File: config.mk
export PLATFORM = sky130hd
export DESIGN_NAME = burst_addr_ctrl_flat
export DESIGN_NICKNAME = d
export VERILOG_FILES = /design/src/rtl/burst_addr_ctrl_if.sv /design/src/rtl/burst_addr_ctrl.sv /design/src/flat_wrapper.sv
export SDC_FILE = /design/constraint.sdc
export NUM_CORES = 1
export LEC_CHECK = 0
export ABC_AREA = 1
export CAP_MARGIN = 10
export CORE_AREA = 2 2 79 81
export DETAILED_ROUTE_END_ITERATION = 8
export DIE_AREA = 0 0 81 83
export PLACE_DENSITY = 0.83
export SYNTH_ARGS = -nofsm -noshare
export SYNTH_HDL_FRONTEND = slang
export SYNTH_SLANG_ARGS = --single-unit
File: constraint.sdc
create_clock -name clk -period 2.8 [get_ports clk]
set_input_delay 0.56 -clock clk [delete_from_list [all_inputs] [get_ports clk]]
set_output_delay 0.56 -clock clk [all_outputs]
set_load 0.01 [all_outputs]
File: src/rtl/burst_addr_ctrl_if.sv
// Request/beat bus between the burst requester, the address controller and the MRAM sequencer.
// master = requester/sequencer side, slave = burst_addr_ctrl.
interface burst_addr_ctrl_if #(
    parameter int ADDR_WIDTH    = 20,
    parameter int COUNTER_WIDTH = 4
);
    logic                     req_valid;
    logic                     req_ready;
    logic [ADDR_WIDTH-1:0]    req_addr;
    logic [COUNTER_WIDTH-1:0] req_len;
    logic                     req_wr;
    logic                     abort;
    logic                     beat_valid;
    logic                     beat_ready;
    logic [ADDR_WIDTH-1:0]    beat_addr;
    logic [COUNTER_WIDTH-1:0] beat_idx;
    logic                     beat_wr;
    logic                     beat_last;
    logic                     busy;
    logic                     done;
    logic                     aborted;

    modport master (
        output req_valid, req_addr, req_len, req_wr, abort, beat_ready,
        input  req_ready, beat_valid, beat_addr, beat_idx, beat_wr, beat_last,
               busy, done, aborted
    );

    modport slave (
        input  req_valid, req_addr, req_len, req_wr, abort, beat_ready,
        output req_ready, beat_valid, beat_addr, beat_idx, beat_wr, beat_last,
               busy, done, aborted
    );
endinterface

File: src/rtl/burst_addr_ctrl.sv
// Burst address controller: accepts one burst request and issues base+index beat
// addresses (wrapping modulo 2^ADDR_WIDTH), ending with a one-cycle done pulse.
module burst_addr_ctrl #(
    parameter int ADDR_WIDTH    = 20,
    parameter int COUNTER_WIDTH = 4
) (
    input  logic              clk,
    input  logic              rst,
    burst_addr_ctrl_if.slave  bus_io
);
    typedef enum logic [1:0] {IDLE, BURST, DONE} state_e;

    state_e                   state_q, state_d;
    logic [ADDR_WIDTH-1:0]    base_q, base_d;
    logic [ADDR_WIDTH-1:0]    addr_q, addr_d;
    logic [COUNTER_WIDTH-1:0] len_q, len_d;
    logic [COUNTER_WIDTH-1:0] idx_q, idx_d;
    logic [COUNTER_WIDTH-1:0] idx_inc;
    logic                     wr_q, wr_d;
    logic                     aborted_q, aborted_d;
    logic                     req_fire, beat_fire, is_last;

    assign is_last   = (idx_q == len_q);
    assign idx_inc   = idx_q + COUNTER_WIDTH'(1);
    assign req_fire  = (state_q == IDLE) && bus_io.req_valid;
    assign beat_fire = (state_q == BURST) && bus_io.beat_ready;

    always_ff @(posedge clk or posedge rst) begin
        if (rst) begin
            state_q   <= IDLE;
            base_q    <= '0;
            addr_q    <= '0;
            len_q     <= '0;
            idx_q     <= '0;
            wr_q      <= 1'b0;
            aborted_q <= 1'b0;
        end else begin
            state_q   <= state_d;
            base_q    <= base_d;
            addr_q    <= addr_d;
            len_q     <= len_d;
            idx_q     <= idx_d;
            wr_q      <= wr_d;
            aborted_q <= aborted_d;
        end
    end

    // Abort takes priority over a last-beat completion; either way the burst ends.
    always_comb begin
        state_d = state_q;
        case (state_q)
            IDLE:    if (bus_io.req_valid) state_d = BURST;
            BURST:   if (bus_io.abort || (beat_fire && is_last)) state_d = DONE;
            DONE:    state_d = IDLE;
            default: state_d = IDLE;
        endcase
    end

    always_comb begin
        base_d    = base_q;
        addr_d    = addr_q;
        len_d     = len_q;
        idx_d     = idx_q;
        wr_d      = wr_q;
        aborted_d = aborted_q;
        if (req_fire) begin
            base_d    = bus_io.req_addr;
            addr_d    = bus_io.req_addr;
            len_d     = bus_io.req_len;
            wr_d      = bus_io.req_wr;
            idx_d     = '0;
            aborted_d = 1'b0;
        end else if (state_q == BURST) begin
            if (bus_io.abort) begin
                aborted_d = 1'b1;
            end else if (beat_fire && !is_last) begin
                // Address is pre-computed so the next beat follows with no bubble.
                idx_d  = idx_inc;
                addr_d = base_q + {{(ADDR_WIDTH-COUNTER_WIDTH){1'b0}}, idx_inc};
            end
        end else if (state_q == DONE) begin
            aborted_d = 1'b0;
        end
    end

    always_comb begin
        bus_io.req_ready  = (state_q == IDLE);
        bus_io.beat_valid = (state_q == BURST);
        bus_io.busy       = (state_q != IDLE);
        bus_io.done       = (state_q == DONE);
        bus_io.aborted    = (state_q == DONE) && aborted_q;
        bus_io.beat_last  = (state_q == BURST) && is_last;
        bus_io.beat_addr  = addr_q;
        bus_io.beat_idx   = idx_q;
        bus_io.beat_wr    = wr_q;
    end
endmodule

File: src/flat_wrapper.sv
// flat-port wrapper written by rule: the top's interface ports become plain ports
module burst_addr_ctrl_flat 
#(
    parameter int ADDR_WIDTH    = 20,
    parameter int COUNTER_WIDTH = 4
)
  (clk, rst, bus_io_req_valid, bus_io_req_addr, bus_io_req_len, bus_io_req_wr, bus_io_abort, bus_io_beat_ready, bus_io_req_ready, bus_io_beat_valid, bus_io_beat_addr, bus_io_beat_idx, bus_io_beat_wr, bus_io_beat_last, bus_io_busy, bus_io_done, bus_io_aborted);
  burst_addr_ctrl_if #(.ADDR_WIDTH(ADDR_WIDTH), .COUNTER_WIDTH(COUNTER_WIDTH)) bus_io_i ();
  input  logic clk;
  input  logic rst;
  input wire logic [$bits(bus_io_i.req_valid)-1:0] bus_io_req_valid;
  input wire logic [$bits(bus_io_i.req_addr)-1:0] bus_io_req_addr;
  input wire logic [$bits(bus_io_i.req_len)-1:0] bus_io_req_len;
  input wire logic [$bits(bus_io_i.req_wr)-1:0] bus_io_req_wr;
  input wire logic [$bits(bus_io_i.abort)-1:0] bus_io_abort;
  input wire logic [$bits(bus_io_i.beat_ready)-1:0] bus_io_beat_ready;
  output wire logic [$bits(bus_io_i.req_ready)-1:0] bus_io_req_ready;
  output wire logic [$bits(bus_io_i.beat_valid)-1:0] bus_io_beat_valid;
  output wire logic [$bits(bus_io_i.beat_addr)-1:0] bus_io_beat_addr;
  output wire logic [$bits(bus_io_i.beat_idx)-1:0] bus_io_beat_idx;
  output wire logic [$bits(bus_io_i.beat_wr)-1:0] bus_io_beat_wr;
  output wire logic [$bits(bus_io_i.beat_last)-1:0] bus_io_beat_last;
  output wire logic [$bits(bus_io_i.busy)-1:0] bus_io_busy;
  output wire logic [$bits(bus_io_i.done)-1:0] bus_io_done;
  output wire logic [$bits(bus_io_i.aborted)-1:0] bus_io_aborted;
  assign bus_io_i.req_valid = bus_io_req_valid;
  assign bus_io_i.req_addr = bus_io_req_addr;
  assign bus_io_i.req_len = bus_io_req_len;
  assign bus_io_i.req_wr = bus_io_req_wr;
  assign bus_io_i.abort = bus_io_abort;
  assign bus_io_i.beat_ready = bus_io_beat_ready;
  assign bus_io_req_ready = bus_io_i.req_ready;
  assign bus_io_beat_valid = bus_io_i.beat_valid;
  assign bus_io_beat_addr = bus_io_i.beat_addr;
  assign bus_io_beat_idx = bus_io_i.beat_idx;
  assign bus_io_beat_wr = bus_io_i.beat_wr;
  assign bus_io_beat_last = bus_io_i.beat_last;
  assign bus_io_busy = bus_io_i.busy;
  assign bus_io_done = bus_io_i.done;
  assign bus_io_aborted = bus_io_i.aborted;
  burst_addr_ctrl #(.ADDR_WIDTH(ADDR_WIDTH), .COUNTER_WIDTH(COUNTER_WIDTH)) u_core (.clk(clk), .rst(rst), .bus_io(bus_io_i));
endmodule
---- After elaboration in Yosys (flattened, before gate mapping) ----
Index checks and enable logic that the tools add are counted.
word-level totals
  bits of input ports ..................... 30
  flip-flop bits (word level) ............. 52
  output and inout bits ................... 31
operators by class
  equality and inequality tests ........... 7
  muxes and demuxes ....................... 15
  reduce and logical (&&, ||, !) cells .... 16
  $add $sub $neg .......................... 2
operators by type and width
  operator                                                         number
  20-bit 2-to-1 mux                                                4
  20-bit by 4-bit adder with 20-bit output                         1
  4-bit 2-to-1 mux                                                 4
  1-bit logical AND                                                6
  2-bit nonzero test                                               3
  4-bit by 1-bit adder with 4-bit output, second input constant    1
  4-bit == test                                                    1
  1-bit 2-to-1 mux                                                 4
  2-bit 2-to-1 mux                                                 2
  2-bit by 1-bit != test with 1-bit output, second input constant  2
  2-bit case mux with 2 select lines                               1
  2-bit AND reduction                                              2
  3-bit by 2-bit != test with 1-bit output, second input constant  1
  3-bit AND reduction                                              1
  3-bit nonzero test                                               1
  2-bit by 1-bit == test with 1-bit output, second input constant  1
  2-bit == test, second input constant                             1
  2-bit zero test                                                  1
  2-bit != test, second input constant                             1
  1-bit zero test                                                  1
  1-bit logical OR                                                 1

---- Longest topological paths before layout ----
  depth after elaboration ................. 7
  depth in mapped cells ................... 12
  mapped depth without buffers ............ 12

---- Least setup slack after synthesis ----
No wires, ideal clock.
  path type ............................... reg2reg
  start point ............................. register u_core.idx_q[0] (netlist: u_core.bus_io.beat_idx[0])
  end point ............................... register u_core.addr_q[7] (netlist: u_core.bus_io.beat_addr[7])
  stages on the path, launching flop included .. 11
  arrival time ............................ 1.946 ns
  slack ................................... 0.735 ns
  clock period less this slack ............ 2.065 ns
  setup time .............................. 0.119 ns
  data required time ...................... 2.681 ns
  cell sequence ........................... dfrtp_1 -> ha_1 -> xor2_1 -> ha_1 -> or2_2 -> nand3_1 -> nand2_1 -> nand3_1 -> nand2_1 -> o21ai_2 -> nand2_1
on the way
  word-level cells in the longest chain between the ends .. 6
RTL lines
  element                                   line                   RTL
  from (decl)                               burst_addr_ctrl.sv:17  logic [COUNTER_WIDTH-1:0] idx_q, idx_d;
  from (signal assigned)                    burst_addr_ctrl.sv:42  idx_q <= idx_d;
  4-bit by 1-bit adder with 4-bit output    burst_addr_ctrl.sv:24  assign idx_inc = idx_q + COUNTER_WIDTH'(1);
  20-bit by 4-bit adder with 20-bit output  burst_addr_ctrl.sv:79  addr_d = base_q + {{(ADDR_WIDTH-COUNTER_WIDTH){1'b0}}, idx_inc};
  20-bit 2-to-1 mux                         burst_addr_ctrl.sv:76  end else if (beat_fire && !is_last) begin
  20-bit 2-to-1 mux                         burst_addr_ctrl.sv:74  if (bus_io.abort) begin
  20-bit 2-to-1 mux                         burst_addr_ctrl.sv:73  end else if (state_q == BURST) begin
  20-bit 2-to-1 mux                         burst_addr_ctrl.sv:66  if (req_fire) begin
  to (signal assigned)                      burst_addr_ctrl.sv:40  addr_q <= addr_d;
  to (decl)                                 burst_addr_ctrl.sv:15  logic [ADDR_WIDTH-1:0] addr_q, addr_d;
Parallel ways exist; a longest one is shown, timed or not. The select of a mux whose other input is x is not followed.
A chain may end at the register's enable or synchronous reset.

---- Final worst setup path ----
  start point ............................. register u_core.idx_q[2] (netlist: u_core.bus_io.beat_idx[2])
  end point ............................... output port bus_io_beat_last
on the way
  word-level cells in the longest chain between the ends .. 2
RTL lines
  element            line                   RTL
  4-bit == test      burst_addr_ctrl.sv:23  assign is_last = (idx_q == len_q);
  1-bit logical AND  burst_addr_ctrl.sv:92  bus_io.beat_last = (state_q == BURST) && is_last;
  to (decl)          flat_wrapper.sv:22     output wire logic [$bits(bus_io_i.beat_last)-1:0] bus_io_beat_last;
No other way between the ends.

==> results.toml <==
[power]
share_seq_of_total_power_pct = 34.0
p_int_mw = 2.35
clockPowerShare_pct = 12.3
power.share.combinational_pct = 53.6
power-per-cell-area_nw_per_um2 = 1110
sw_share_pct = 43.6
p_leak_nw = 1.86
p_switching_mw = 1.82
vdd_drop_max_v = 0.000490

[critical_path]
crit_path_max_fanout = 5
critical_path_required_ns = 2.24
r2r_cells = 10
critPathCaptureType = "output port"
cp-start-kind = "flop"
criticalPathCategory = "flop to output port"
critPathArrivalTime_ns = 1.76

[layout]
fin_cells = 550
flow.area_growth_from_synthesis_pct = 26.2
layout.nets = 513
num_antenna_cells = 0
finalInstanceArea_um2 = 3760
drive_above_1_share_pct = 6.11

[clock_tree]
cts-resized-gates = 0
cts-buffers-inserted = 5
cts_htree_levels = 2
clock-root-buffer = "sky130_fd_sc_hd__clkbuf_8"
cts_hold_buf = 0
clock_sink_count = 52
cts.reportedPaths.clkPinSlew_ns = 0.09
buffers_inserted_during_post_cts_setup_optimization = 0
tritoncts = "done"
cts-root-to-sink-buffers = 2
clk_latency_ns = 0.31

[yosys]
avgSynthCellArea_um2 = 7.17
synthesis.nets = 454
yosysSeqAreaShare_pct = 43.7
number_of_enable_type_register_cells_in_the_synthesized_netlist = 0
synth.ff_latch_count = 52
yosys.area.top_type = "sky130_fd_sc_hd__dfrtp_1"
synth_cell_type_count = 27
synth_top_cell_area_share_pct = 43.7
mapped_area_um2 = 2980
syn-instance-count = 415
yosys_warnings = 0
synthTopCellsByArea = "sky130_fd_sc_hd__dfrtp_1, sky130_fd_sc_hd__nand2_1, sky130_fd_sc_hd__nor2_1, sky130_fd_sc_hd__nand3_1, sky130_fd_sc_hd__inv_1"
yosysMostFrequentCell = "sky130_fd_sc_hd__nand2_1"
yosys-top-cells-count = "sky130_fd_sc_hd__nand2_1, sky130_fd_sc_hd__nor2_1, sky130_fd_sc_hd__dfrtp_1"
ys_async_sr_fraction_pct = 100
main_synth_ff_type = "sky130_fd_sc_hd__dfrtp_1"

[floorplanning]
die-height_um = 83
placementRows = 28
core_area_um2 = 5820
floorplan.initialDensity_pct = 51.2
die_w_um = 81
design.die.area_um2 = 6720
ioPinCount = 61

[detailed_routing]
final_antenna_net_count = 0
post_drt_via_cell_ratio = 5.16
post-route-drc-count = 0
vias = 2836
drtPass1Iterations = 4
routed_wire_length_per_instance_um = 13.0
number_of_drc_violations_after_detailed_routing_iteration_0 = 166
routed_wl_um = 7130

[min_path]
min_delay_path_depth = 2
hold_path.class = "flop to flop"

[place]
dp_hpwl_um = 5280
routability_cong = 0.888
placement.io_buffers = 60
placed_cell_areas_um2 = 3650
placed_cells_incl_taps = 542

[outcome]
status = "finished clean"

[global_route]
overflow = 0
maximum_number_of_pins_on_one_net_before_global_route_repair = 41
grt_antenna_before_repair = 0
grt_pass1_vias = 2789
grt_first_pass_wirelength_um = 12300
global_route_usage_over_all_layers_pct = 22.6

[sta]
clock_skew_ns = 0.00764
fin_setup_tns_ns = 0
final-max-slew-violation-count = 0
finalSetupViolations = 0
layout_min_cycle_time_ns = 2.32
final_hold_viol_count = 0
tightest_slew_ns = 0.507
unrepaired_setup_endpoints_after_global_routing = "no"
final.period_utilization_pct = 82.9
maxClockFrequency_mhz = 431
relSlewSlack_pct = 66.2
final_worst_hold_slack_ns = 0.501

[flow_run]
cap_viol_max_count = 0
[cells in the final DEF (no fill, tap or decap), types with 3 or more instances in the layout]
master / instances
sky130_fd_sc_hd__clkdlybuf4s50_1: 60
sky130_fd_sc_hd__dfrtp_1: 52
sky130_fd_sc_hd__ha_1: 8
sky130_fd_sc_hd__clkbuf_8: 5
sky130_fd_sc_hd__nor3_1: 5
sky130_fd_sc_hd__inv_1: 38
sky130_fd_sc_hd__or2_2: 3
sky130_fd_sc_hd__inv_2: 4
sky130_fd_sc_hd__nand4_1: 15
sky130_fd_sc_hd__o21ai_0: 24
sky130_fd_sc_hd__nand2_1: 136
sky130_fd_sc_hd__buf_4: 4
sky130_fd_sc_hd__nand3_1: 32
sky130_fd_sc_hd__xor2_1: 3
sky130_fd_sc_hd__nor2_1: 63
[power by group through the flow]
| stage | logic, mW | registers (mW) | clock network (mW) |
|---|---|---|---|
| 2_1_floorplan | 1.41 | 1.43 | 0 |
| 3_3_place_gp | 2.16 | 1.41 | 0 |
| 6_report | 2.24 | 1.42 | 0.515 |
| 4_1_cts | 2.25 | 1.42 | 0.520 |
| 5_1_grt | 2.54 | 1.47 | 0.546 |
| 3_5_place_dp | 2.24 | 1.42 | 0 |
[final cells by class]
| type | instances | area (um2) |
|---|---|---|
| inverter | 42 | 158 |
| tap | 75 | 93.8 |
| clock inverter | 2 | 35.0 |
| fill | 533 | 2060 |
| sequential | 52 | 1300 |
| timing repair buffer | 65 | 651 |
| multi-input combinational | 308 | 1450 |
| clock buffer | 6 | 72.6 |
[through the flow]
stage          setup WS, ns  utilization, %  total power [mW]
6_report              0.478            64.6              4.17
4_1_cts               0.470            64.6              4.19
3_3_place_gp          0.613            62.7              3.57
3_5_place_dp          0.542            62.7              3.66
2_1_floorplan         0.735               -              2.85
5_1_grt               0.372            64.6              4.55
[registers in the layout, summed over array words and instances, names as in the netlist]
signal and count:
u_core.bus_io.beat_addr 20, u_core.bus_io.beat_idx 4, u_core.bus_io.beat_wr 1, u_core.len_q 4, u_core.base_q 20, u_core.aborted_q 1
u_core.state_q 2
[worst paths after layout]
| path | from | to | slack [ns] |
|---|---|---|---|
| max reg2reg | u_core.bus_io.beat_idx[0]$_DFFE_PP0P_ | u_core.bus_io.beat_addr[17]$_DFFE_PP0P_ | 0.49 |
| min in group asynchronous | rst | u_core.base_q[13]$_DFFE_PP0P_ | 0.60 |
| max in group asynchronous | rst | u_core.bus_io.beat_idx[0]$_DFFE_PP0P_ | 1.67 |
| min reg2reg | u_core.bus_io.beat_wr$_DFFE_PP0P_ | u_core.bus_io.beat_wr$_DFFE_PP0P_ | 0.50 |
| min | u_core.bus_io.beat_wr$_DFFE_PP0P_ | u_core.bus_io.beat_wr$_DFFE_PP0P_ | 0.50 |
| max | u_core.bus_io.beat_idx[2]$_DFFE_PP0P_ | bus_io_beat_last | 0.48 |
[layer usage]
layer,GRT usage (%),up-vias,part of all wire (%)
li1,-,1430,-
met1,30.2,1330,45
met2,37.9,67,49
met3,3.91,9,4.6
met4,5.70,0,1.3
met5,0,-,0
[worst max-delay path, stage by stage, from the launching register on]
cell and delay (ns):
sky130_fd_sc_hd__dfrtp_1 0.47, sky130_fd_sc_hd__inv_2 0.06, sky130_fd_sc_hd__nand2_1 0.05, sky130_fd_sc_hd__nand2_1 0.05, sky130_fd_sc_hd__nor2_2 0.11, sky130_fd_sc_hd__nand2_2 0.08
sky130_fd_sc_hd__nor2_1 0.09, sky130_fd_sc_hd__clkdlybuf4s50_1 0.54
[cell families after synthesis]
kind of cell    Yosys count  share of synthesized area [%]
simple gates            261                           36.9
buf+inv                  55                           7.73
flops                    52                           43.7
compound gates           35                           6.73
fa+ha+maj                 9                           4.04
xor+xnor                  3                          0.883
(Power assumes the default switching activity.)
